--- config.mk ---
export PLATFORM = sky130hd
export DESIGN_NAME = up_control_sequencer_flat
export DESIGN_NICKNAME = d
export VERILOG_FILES = /design/src/rtl/up_control_sequencer_if.sv /design/src/rtl/up_control_sequencer.sv /design/src/flat_wrapper.sv
export SDC_FILE = /design/constraint.sdc
export NUM_CORES = 1
export LEC_CHECK = 0
export CAP_MARGIN = 10
export CELL_PAD_IN_SITES_DETAIL_PLACEMENT = 0
export CELL_PAD_IN_SITES_GLOBAL_PLACEMENT = 2
export CORE_MARGIN = 2
export CORE_UTILIZATION = 18
export CTS_BUF_LIST = sky130_fd_sc_hd__clkbuf_2 sky130_fd_sc_hd__clkbuf_4 sky130_fd_sc_hd__clkbuf_8
export CTS_CLUSTER_SIZE = 14
export DETAILED_ROUTE_END_ITERATION = 8
export PLACE_DENSITY_LB_ADDON = 0.1
export SYNTH_ARGS = -nofsm -noshare
export SYNTH_HDL_FRONTEND = slang
export SYNTH_SLANG_ARGS = --single-unit
--- constraint.sdc ---
create_clock -name clk -period 1.9 [get_ports clk]
set_clock_uncertainty 0.05 [all_clocks]
set_input_delay 0.38 -clock clk [delete_from_list [all_inputs] [get_ports clk]]
set_output_delay 0.38 -clock clk [all_outputs]
set_load 0.02 [all_outputs]
--- src/rtl/up_control_sequencer_if.sv ---
// Control-unit bus for the 4-bit micro: decode inputs from FETCH/datapath and
// the strobes the sequencer drives back into PC, ALU, RAM and the IO ports.
interface up_control_sequencer_if;
  logic       run;
  logic [3:0] instr;
  logic       c_flag;
  logic       z_flag;
  logic       in_valid;

  logic       pc_en;
  logic       pc_load;
  logic       fetch_en;
  logic       acc_load;
  logic       flag_load;
  logic [2:0] alu_op;
  logic       alu_src;
  logic       ram_cs;
  logic       ram_we;
  logic       out_en;
  logic       in_ready;
  logic       in_timeout;
  logic       halted;
  logic [1:0] state_o;

  // Sequencer side.
  modport master (
    input  run, instr, c_flag, z_flag, in_valid,
    output pc_en, pc_load, fetch_en, acc_load, flag_load, alu_op, alu_src,
           ram_cs, ram_we, out_en, in_ready, in_timeout, halted, state_o
  );

  // Datapath / environment side.
  modport slave (
    output run, instr, c_flag, z_flag, in_valid,
    input  pc_en, pc_load, fetch_en, acc_load, flag_load, alu_op, alu_src,
           ram_cs, ram_we, out_en, in_ready, in_timeout, halted, state_o
  );
endinterface

--- src/rtl/up_control_sequencer.sv ---
// FETCH/EXEC sequencer for the 4-bit micro with IN-port wait and terminal HALT.
// Strobes are Mealy (state + inputs); the datapath samples them on the next edge.
module up_control_sequencer #(
  parameter int unsigned IN_TIMEOUT = 0
) (
  input  logic                   clk,
  input  logic                   reset,
  up_control_sequencer_if.master bus
);

  typedef enum logic [1:0] {
    S_FETCH   = 2'd0,
    S_EXEC    = 2'd1,
    S_WAIT_IN = 2'd2,
    S_HALT    = 2'd3
  } state_t;

  localparam logic [3:0] OP_NOP   = 4'h0;
  localparam logic [3:0] OP_JC    = 4'h1;
  localparam logic [3:0] OP_JNC   = 4'h2;
  localparam logic [3:0] OP_JZ    = 4'h3;
  localparam logic [3:0] OP_JMP   = 4'h4;
  localparam logic [3:0] OP_LIT   = 4'h5;
  localparam logic [3:0] OP_ADDI  = 4'h6;
  localparam logic [3:0] OP_NANDI = 4'h7;
  localparam logic [3:0] OP_CMPI  = 4'h8;
  localparam logic [3:0] OP_LD    = 4'h9;
  localparam logic [3:0] OP_ST    = 4'hA;
  localparam logic [3:0] OP_OUT   = 4'hB;
  localparam logic [3:0] OP_IN    = 4'hC;
  localparam logic [3:0] OP_HALT  = 4'hF;

  localparam logic [2:0] ALU_PASS_B = 3'b000;
  localparam logic [2:0] ALU_ADD    = 3'b010;
  localparam logic [2:0] ALU_SUB    = 3'b011;
  localparam logic [2:0] ALU_NAND   = 3'b100;

  // Values above 255 are truncated to the 8-bit counter range.
  localparam bit         TIMEOUT_EN   = (IN_TIMEOUT != 0);
  localparam logic [7:0] TIMEOUT_LAST = 8'(IN_TIMEOUT - 1);

  state_t     state_reg;
  logic [7:0] timeout_cnt_reg;

  logic       branch_taken;
  logic       timeout_hit;

  logic       pc_en_next;
  logic       pc_load_next;
  logic       fetch_en_next;
  logic       acc_load_next;
  logic       flag_load_next;
  logic [2:0] alu_op_next;
  logic       alu_src_next;
  logic       ram_cs_next;
  logic       ram_we_next;
  logic       out_en_next;
  logic       in_ready_next;
  logic       in_timeout_next;
  logic       halted_next;

  always_comb begin
    branch_taken = 1'b0;
    case (bus.instr)
      OP_JC:   branch_taken = bus.c_flag;
      OP_JNC:  branch_taken = ~bus.c_flag;
      OP_JZ:   branch_taken = bus.z_flag;
      OP_JMP:  branch_taken = 1'b1;
      default: branch_taken = 1'b0;
    endcase
  end

  // A valid word arriving on the last allowed cycle still wins over the abort.
  assign timeout_hit = TIMEOUT_EN && (timeout_cnt_reg == TIMEOUT_LAST) && !bus.in_valid;

  always_ff @(posedge clk or posedge reset) begin
    if (reset) begin
      state_reg       <= S_FETCH;
      timeout_cnt_reg <= 8'd0;
    end else begin
      case (state_reg)
        S_FETCH: begin
          if (bus.run) begin
            state_reg <= S_EXEC;
          end
        end
        S_EXEC: begin
          timeout_cnt_reg <= 8'd0;
          if (bus.instr == OP_IN && !bus.in_valid) begin
            state_reg <= S_WAIT_IN;
          end else if (bus.instr == OP_HALT) begin
            state_reg <= S_HALT;
          end else begin
            state_reg <= S_FETCH;
          end
        end
        S_WAIT_IN: begin
          if (bus.in_valid || timeout_hit) begin
            state_reg       <= S_FETCH;
            timeout_cnt_reg <= 8'd0;
          end else begin
            timeout_cnt_reg <= timeout_cnt_reg + 8'd1;
          end
        end
        S_HALT: begin
          state_reg <= S_HALT;
        end
        default: begin
          state_reg <= S_FETCH;
        end
      endcase
    end
  end

  always_comb begin
    pc_en_next      = 1'b0;
    pc_load_next    = 1'b0;
    fetch_en_next   = 1'b0;
    acc_load_next   = 1'b0;
    flag_load_next  = 1'b0;
    alu_op_next     = ALU_PASS_B;
    alu_src_next    = 1'b0;
    ram_cs_next     = 1'b0;
    ram_we_next     = 1'b0;
    out_en_next     = 1'b0;
    in_ready_next   = 1'b0;
    in_timeout_next = 1'b0;
    halted_next     = 1'b0;
    case (state_reg)
      S_FETCH: begin
        if (bus.run) begin
          fetch_en_next = 1'b1;
          pc_en_next    = 1'b1;
        end
      end
      S_EXEC: begin
        case (bus.instr)
          // Not-taken branches still step over the address byte.
          OP_JC, OP_JNC, OP_JZ, OP_JMP: begin
            pc_load_next = branch_taken;
            pc_en_next   = ~branch_taken;
          end
          OP_LIT: begin
            acc_load_next = 1'b1;
            alu_op_next   = ALU_PASS_B;
          end
          OP_ADDI: begin
            acc_load_next  = 1'b1;
            flag_load_next = 1'b1;
            alu_op_next    = ALU_ADD;
          end
          OP_NANDI: begin
            acc_load_next  = 1'b1;
            flag_load_next = 1'b1;
            alu_op_next    = ALU_NAND;
          end
          OP_CMPI: begin
            flag_load_next = 1'b1;
            alu_op_next    = ALU_SUB;
          end
          OP_LD: begin
            ram_cs_next   = 1'b1;
            acc_load_next = 1'b1;
            alu_op_next   = ALU_PASS_B;
            alu_src_next  = 1'b1;
          end
          OP_ST: begin
            ram_cs_next = 1'b1;
            ram_we_next = 1'b1;
          end
          OP_OUT: begin
            out_en_next = 1'b1;
          end
          OP_IN: begin
            if (bus.in_valid) begin
              acc_load_next = 1'b1;
              alu_op_next   = ALU_PASS_B;
              alu_src_next  = 1'b1;
              in_ready_next = 1'b1;
            end
          end
          default: begin
          end
        endcase
      end
      S_WAIT_IN: begin
        in_ready_next = 1'b1;
        if (bus.in_valid) begin
          acc_load_next = 1'b1;
          alu_op_next   = ALU_PASS_B;
          alu_src_next  = 1'b1;
        end else if (timeout_hit) begin
          in_timeout_next = 1'b1;
        end
      end
      S_HALT: begin
        halted_next = 1'b1;
      end
      default: begin
      end
    endcase
  end

  // Reset masks every output combinationally so it takes effect mid-cycle.
  assign bus.pc_en      = pc_en_next      & ~reset;
  assign bus.pc_load    = pc_load_next    & ~reset;
  assign bus.fetch_en   = fetch_en_next   & ~reset;
  assign bus.acc_load   = acc_load_next   & ~reset;
  assign bus.flag_load  = flag_load_next  & ~reset;
  assign bus.alu_op     = reset ? 3'b000 : alu_op_next;
  assign bus.alu_src    = alu_src_next    & ~reset;
  assign bus.ram_cs     = ram_cs_next     & ~reset;
  assign bus.ram_we     = ram_we_next     & ~reset;
  assign bus.out_en     = out_en_next     & ~reset;
  assign bus.in_ready   = in_ready_next   & ~reset;
  assign bus.in_timeout = in_timeout_next & ~reset;
  assign bus.halted     = halted_next     & ~reset;
  assign bus.state_o    = reset ? 2'd0 : state_reg;

endmodule

--- src/flat_wrapper.sv ---
// flat-port wrapper written by rule: the top's interface ports become plain ports
module up_control_sequencer_flat 
#(
  parameter int unsigned IN_TIMEOUT = 0
)
  (clk, reset, bus_run, bus_instr, bus_c_flag, bus_z_flag, bus_in_valid, bus_pc_en, bus_pc_load, bus_fetch_en, bus_acc_load, bus_flag_load, bus_alu_op, bus_alu_src, bus_ram_cs, bus_ram_we, bus_out_en, bus_in_ready, bus_in_timeout, bus_halted, bus_state_o);
  up_control_sequencer_if bus_i ();
  input  logic clk;
  input  logic reset;
  input wire logic [$bits(bus_i.run)-1:0] bus_run;
  input wire logic [$bits(bus_i.instr)-1:0] bus_instr;
  input wire logic [$bits(bus_i.c_flag)-1:0] bus_c_flag;
  input wire logic [$bits(bus_i.z_flag)-1:0] bus_z_flag;
  input wire logic [$bits(bus_i.in_valid)-1:0] bus_in_valid;
  output wire logic [$bits(bus_i.pc_en)-1:0] bus_pc_en;
  output wire logic [$bits(bus_i.pc_load)-1:0] bus_pc_load;
  output wire logic [$bits(bus_i.fetch_en)-1:0] bus_fetch_en;
  output wire logic [$bits(bus_i.acc_load)-1:0] bus_acc_load;
  output wire logic [$bits(bus_i.flag_load)-1:0] bus_flag_load;
  output wire logic [$bits(bus_i.alu_op)-1:0] bus_alu_op;
  output wire logic [$bits(bus_i.alu_src)-1:0] bus_alu_src;
  output wire logic [$bits(bus_i.ram_cs)-1:0] bus_ram_cs;
  output wire logic [$bits(bus_i.ram_we)-1:0] bus_ram_we;
  output wire logic [$bits(bus_i.out_en)-1:0] bus_out_en;
  output wire logic [$bits(bus_i.in_ready)-1:0] bus_in_ready;
  output wire logic [$bits(bus_i.in_timeout)-1:0] bus_in_timeout;
  output wire logic [$bits(bus_i.halted)-1:0] bus_halted;
  output wire logic [$bits(bus_i.state_o)-1:0] bus_state_o;
  assign bus_i.run = bus_run;
  assign bus_i.instr = bus_instr;
  assign bus_i.c_flag = bus_c_flag;
  assign bus_i.z_flag = bus_z_flag;
  assign bus_i.in_valid = bus_in_valid;
  assign bus_pc_en = bus_i.pc_en;
  assign bus_pc_load = bus_i.pc_load;
  assign bus_fetch_en = bus_i.fetch_en;
  assign bus_acc_load = bus_i.acc_load;
  assign bus_flag_load = bus_i.flag_load;
  assign bus_alu_op = bus_i.alu_op;
  assign bus_alu_src = bus_i.alu_src;
  assign bus_ram_cs = bus_i.ram_cs;
  assign bus_ram_we = bus_i.ram_we;
  assign bus_out_en = bus_i.out_en;
  assign bus_in_ready = bus_i.in_ready;
  assign bus_in_timeout = bus_i.in_timeout;
  assign bus_halted = bus_i.halted;
  assign bus_state_o = bus_i.state_o;
  up_control_sequencer #(.IN_TIMEOUT(IN_TIMEOUT)) u_core (.clk(clk), .reset(reset), .bus(bus_i));
endmodule
==> results of run 1 <==
-- worst min-delay path by stage --
stage                        startpoint             endpoint  slack (ns)  cells past startpoint
finish                            reset  u_core.state_reg[0]        0.31                      3
global route                      reset  u_core.state_reg[0]        0.33                      3
CTS                               reset  u_core.state_reg[0]        0.28                      3
detailed placement  u_core.state_reg[1]  u_core.state_reg[1]        0.60                      3
global placement    u_core.state_reg[1]  u_core.state_reg[1]        0.60                      3
floorplan                         reset  u_core.state_reg[0]        0.09                      1
-- per-stage QoR --
stage,setup TNS [ns],utilization,setup WS (ns),total power (W)
2_1_floorplan,-0.02729,-,-0.02729,0.0002909
3_3_place_gp,-9.376,0.3940,-0.7949,0.0005042
3_5_place_dp,-9.235,0.3940,-0.7864,0.0005035
4_1_cts,-0.1693,0.4295,-0.1258,0.0006980
5_1_grt,-0.4653,0.4650,-0.1094,0.0008616
6_report,-0.1314,0.4650,-0.06365,0.0008048
-- per-layer routing --
layer / share of wire / up-vias / wire length, um / global-route usage
met5: 0 / - / 0 / 0
li1: - / 324 / - / -
met4: 0.021 / 0 / 38 / 0.08974
met1: 0.45 / 295 / 816 / 0.1725
met2: 0.47 / 23 / 866 / 0.2222
met3: 0.056 / 4 / 103 / 0.03672
-- what timing repair did --
action,CTS,global route
pin swaps,7,4
hold buffers,0,0
setup buffers,3,1
endpoints found under the hold margin,0,0
endpoints found under the setup margin,16,12
resized for setup,90,23
-- power groups by stage --
| stage | registers [W] | clock network, W | logic (W) |
|---|---|---|---|
| after CTS | 0.0000768 | 0.0000974 | 0.000524 |
| after global routing | 0.0000826 | 0.000103 | 0.000676 |
| after detailed placement | 0.0000708 | 0 | 0.000433 |
| after floorplan | 0.0000684 | 0 | 0.000223 |
| after global placement | 0.0000687 | 0 | 0.000435 |
| final | 0.0000796 | 0.0000959 | 0.000629 |
-- logic make-up after synthesis --
| group | Yosys count |
|---|---|
| compound gates | 14 |
| xor+xnor | 1 |
| fa+ha+maj | 4 |
| buf+inv | 7 |
| flops | 2 |
| other cells | 1 |
| simple gates | 35 |
-- critical path: cells and delay by family, from the launching register on --
kind	cells	cell delay (ns)
AO/OA/AOI/OAI	1	0.14
flip-flops	1	0.37
buffers and inverters	2	0.21
adder cells (fa/ha/maj)	1	0.15
AND/OR/NAND/NOR	2	0.43
-- cells in the mapped netlist, types with 2 or more instances --
library cell and number:
o211ai_1 2, ha_1 4, nand3_1 2, nor2b_1 4, a21boi_0 2, and3_1 2
nor2_1 9, inv_1 4, or2_2 2, nor3_1 2, nand2b_1 2, dfrtp_1 2
a31oi_1 4, o21ai_0 2, nand2_1 4
-- cell type report --
cell class	instances	area, um^2	share of cell area
multi-input combinational	55	518.0	0.4940
timing repair buffer	50	406.6	0.3878
sequential	2	51.30	0.04893
tap	28	35.03	0.03341
clock buffer	3	22.52	0.02148
inverter	4	15.01	0.01432
-- layout by cell type (no fill, tap or decap), types with 2 or more instances in the layout --
cell type,n
a31oi_4,2
o21ai_0,2
nand2_1,2
clkdlybuf4s50_1,4
nor2_2,2
dlygate4sd2_1,4
nor2_1,6
o211ai_1,2
buf_2,5
ha_4,3
nor3_1,2
inv_2,3
nor2b_1,3
clkbuf_4,3
buf_6,4
and3_4,2
buf_4,29
or2_2,2
clkdlybuf4s15_2,3
==> run_results.csv, run 1 <==
group,metric,value,unit
cells_and_area,n_antenna_cell,0,
grt,grt_overflow,0,
timing,timing.final.max_slew_violations,0,
cells_and_area,syn2layout_area_growth,138.1,%
synth,synth_xor_xnor_area_share,0.01989,
grt,grtUsageTotal,0.1430,
timing,min_period,1.964,ns
synth,syn_inst,64,
synth,ys_seq_elements,2,
setup_path,critPathKind,"reg2out",
route,wl,1824,um
pwr,clkPwrFrac,0.119,
pwr,swShare,0.4251,
synth,yosysSeqAreaShare,0.1136,
timing,hold_ws,0.3060,ns
clocking,path_clk_slew,0.03,ns
synth,syn_area,440.4,um^2
setup_path,worstRegToRegCells,6,
timing,setup_violations,5,
synth,synth_compound_gate_area_share,0.2273,
grt,first_global_vias,632,
place,routabilityCongestion,0.7533,
route,ant_nets,0,
grt,grt_pass1_wl,2849,um
cells_and_area,drive_gt1_frac,0.6579,
die,rows,17,
synth,yosys.area.top_type_share,0.1136,
setup_path,setup.worst_path.start,"u_core.state_reg[1]",
route,viasPerCell,4.549,
route,drt_iter0_markers,5,
setup_path,setup.worst_path.start_class,"flip-flop",
timing,worst_slack,-0.06365,ns
min_path,hp-class,"in2async",
synth,synthMuxAreaShare,0,
timing,rsz0062_at_grt,"true",
timing,fmax,0.5093,GHz
setup_path,worstPathArrival,1.53,ns
timing,min_period_over_period,1.033,
grt,grt_antenna_before_repair,0,
route,drc,0,
pwr,total_leakage_power,0.4562,nW
setup_path,slowest_stage,"or3_4",
synth,synth.distinct_cells,32,
setup_path,cp.required,1.47,ns
place,port_buffers,25,
pwr,p_switching,0.0003421,W
setup_path,reg2reg_from,"u_core.state_reg[1]",
setup_path,crit_end,"bus_acc_load",
die,ios,27,
setup_path,timing.rr.end,"u_core.state_reg[1]",
die,die-height,53.47,um
setup_path,path_max_fanout,4,
pwr,ir_drop,0.0003929,V
clocking,root_buffer,"clkbuf_4",
cells_and_area,final.fill_count,239,
cells_and_area,nets,130,
synth,async_reset_ff_frac,1.000,
setup_path,ff2ff_setup_slack,0.34,ns
timing,final_hold_viol_count,0,
synth,synthSimpleGateAreaFrac,0.4290,
run,cap_violations,0,
setup_path,crit_path_max_incr_delay,0.38,ns
route,vias,646,
setup_path,crit_chain,"inv_2 -> ha_4 -> nand2_1 -> or3_4 -> a31oi_4 -> buf_6",
clocking,clk_path_buf_depth,2,
die,fp.dieW,53.47,um
pwr,p_int,0.0004626,W
place,dp.cells,135,
synth,synth_top_family_by_area,"simple AND/OR/NAND/NOR gates",
route,drt-wirelength-per-cell,12.85,um
synth,synth_ff_type,"dfrtp_1",
clocking,clock_latency,0.23,ns
die,initial_core_util,0.1953,
synth,synthAdderAreaFrac,0.1136,
place,hpwl,1307,um
die,dieArea,2859,um^2
clocking,cts_max_level,1,
place,place_area,888.4,um^2
synth,avgSynthCellArea,6.882,um^2
pwr,power_frac_comb,0.782,
clocking,tritoncts,"built",
synth,synth_warnings,0,
cells_and_area,postLayoutCellArea,1049,um^2
pwr,sequentialPowerShare,0.099,
synth,synth_edf_count,0,
die,core_area,2255,um^2
cells_and_area,final_cells,142,
route,drt_pass1_iterations,4,
setup_path,cp-end-kind,"output pin",
synth,synth_fp_nets,78,
pwr,power_density,767.5,nW/um^2
synth,yosysTopAreaCell,"dfrtp_1",
cells_and_area,largest_reg_flops,2,
clocking,cts_made_buffers,3,
status,status,"finished, violations left",
clocking,clock-sinks,2,
status,violations,"setup timing",
synth,ys_top_cells_by_area,"dfrtp_1 11%, ha_1 11%, nor2_1 7.7%, a31oi_1 5.7%, nor2b_1 5.7%",
grt,grt_max_degree,7,
Power figures use the tool's default switching activity.
==> run 2: changes to the inputs <==
--- a/config.mk
+++ b/config.mk
@@ -14,6 +14,7 @@
 export CTS_CLUSTER_SIZE = 14
 export DETAILED_ROUTE_END_ITERATION = 8
 export PLACE_DENSITY_LB_ADDON = 0.1
+export SKIP_CTS_REPAIR_TIMING = 1
 export SYNTH_ARGS = -nofsm -noshare
 export SYNTH_HDL_FRONTEND = slang
 export SYNTH_SLANG_ARGS = --single-unit
==> run 2 against run 1 <==
The run still ends with setup timing left. Count of clock-buffer cells in the layout is the same. Flip-flop and latch count did not move. Via count shrank 4.0%. Sequential share of layout area increased by 0.070 points. Clock power increased by 1%. Fmax down 2.5%. Global-route usage decreased by 1.2 points. Register-to-register slack worse by 0.03 ns. Critical path depth unchanged. Cell area shrank 3.8%. Critical path type unchanged. Critical endpoint unchanged. Highest routed layer unchanged.
==> run_results.csv, run 2 (synthesized netlist as in run 1, its figures left out) <==
group,metric,value,unit
clocking,clock-sinks,2,
clocking,clock_latency,0.23,ns
die,core_area,2255,um^2
timing,rsz0062_at_grt,"true",
die,initial_core_util,0.1953,
setup_path,cp.required,1.47,ns
timing,setup_violations,5,
setup_path,crit_chain,"inv_2 -> ha_4 -> nand2_1 -> or3_4 -> a31oi_2 -> buf_4",
pwr,power_density,708.4,nW/um^2
setup_path,crit_path_max_incr_delay,0.37,ns
route,viasPerCell,4.397,
clocking,path_clk_slew,0.03,ns
die,rows,17,
cells_and_area,n_antenna_cell,0,
place,place_area,888.4,um^2
route,wl,1624,um
cells_and_area,nets,129,
die,fp.dieW,53.47,um
route,ant_nets,0,
place,routabilityCongestion,0.7533,
pwr,ir_drop,0.0004166,V
clocking,clk_path_buf_depth,2,
route,drt_pass1_iterations,5,
grt,grt_pass1_wl,2601,um
setup_path,setup.worst_path.start_class,"flip-flop",
timing,fmax,0.4965,GHz
status,status,"finished, violations left",
timing,min_period,2.014,ns
place,port_buffers,25,
cells_and_area,most-common-layout-cells,"30 x buf_4, 9 x dlymetal6s2s_1, 8 x nor2_1",
route,drc,0,
cells_and_area,final_cells,141,
clocking,cts_made_buffers,3,
cells_and_area,drive_gt1_frac,0.5398,
setup_path,ff2ff_setup_slack,0.31,ns
setup_path,worstPathArrival,1.58,ns
clocking,root_buffer,"clkbuf_4",
timing,final_hold_viol_count,0,
route,drt-wirelength-per-cell,11.52,um
min_path,hp-class,"in2async",
cells_and_area,syn2layout_area_growth,129.0,%
timing,timing.final.max_slew_violations,0,
timing,min_period_over_period,1.060,
die,die-height,53.47,um
timing,worst_slack,-0.1142,ns
run,cap_violations,0,
die,ios,27,
grt,grt_overflow,0,
place,hpwl,1307,um
grt,first_global_vias,573,
place,dp.cells,135,
clocking,cts_max_level,1,
setup_path,slowest_stage,"dfrtp_1",
cells_and_area,postLayoutCellArea,1008,um^2
timing,hold_ws,0.2360,ns
die,dieArea,2859,um^2
cells_and_area,final_core_util,0.4473,
route,drt_iter0_markers,8,
cells_and_area,largest_reg_flops,2,
pwr,total_leakage_power,0.5449,nW
setup_path,critPathKind,"reg2out",
setup_path,path_max_fanout,5,
status,violations,"setup timing",
clocking,tritoncts,"built",
grt,grtUsageTotal,0.1308,
pwr,p_total,0.0007144,W
grt,grt_max_degree,7,
cells_and_area,final_common_cell,"buf_4",
cells_and_area,final.fill_count,228,
route,vias,620,
setup_path,cp-end-kind,"output pin",
grt,grt_antenna_before_repair,0,
## run 2: cell count changes in the layout (fill, tap and decap cells not counted), sizes merged
cell,delta
dlymetal6s2s,+9
buf,-4
clkdlybuf4s15,-4
dlygate4sd2,-4
clkbuf,+2
## run 2: final timing paths
check	start	cells after the start	end
min in group clk	u_core.state_reg[1]	3	u_core.state_reg[1]
setup / recovery	u_core.state_reg[1]	6	bus_acc_load
hold reg to reg	u_core.state_reg[1]	3	u_core.state_reg[1]
max in group asynchronous	reset	3	u_core.state_reg[1]
hold / removal	reset	3	u_core.state_reg[0]
setup reg to reg	u_core.state_reg[0]	6	u_core.state_reg[1]
## run 2: area by class of cell
cell class | count | area, um^2 | share of cell area
Tap cell | 28 | 35.03 | 0.03474
Multi-Input combinational cell | 55 | 459.2 | 0.4553
Sequential cell | 2 | 50.05 | 0.04963
Inverter | 4 | 15.01 | 0.01489
Clock buffer | 3 | 22.52 | 0.02233
Timing Repair Buffer | 49 | 426.7 | 0.4231
## run 2: metal layers
layer / vias to the layer above / global-route usage / part of all wire
met5: - / 0 / 0
met4: 0 / 0.08974 / 0.028
met3: 4 / 0.03672 / 0.054
met2: 21 / 0.1790 / 0.43
met1: 274 / 0.1725 / 0.48
li1: 321 / - / -
## run 2: per-stage QoR
stage	TNS, ns	setup WS [ns]
2_1_floorplan	-0.02729	-0.02729
3_3_place_gp	-9.376	-0.7949
3_5_place_dp	-9.235	-0.7864
4_1_cts	-9.446	-0.7871
5_1_grt	-0.7212	-0.1698
6_report	-0.2712	-0.1142
## run 2: worst max-delay path: cells and delay by family (launching register included)
family	cells	cell delay (ns)
fa+ha+maj	1	0.16
compound gates	1	0.16
flops	1	0.37
simple gates	2	0.41
buf+inv	2	0.24
## run 2: report_power, final
part	internal (W)	switching [W]
sequential	0.0000579	0.0000193
combinational	0.000294	0.000246
clock	0.0000698	0.0000274
total	0.000422	0.000292
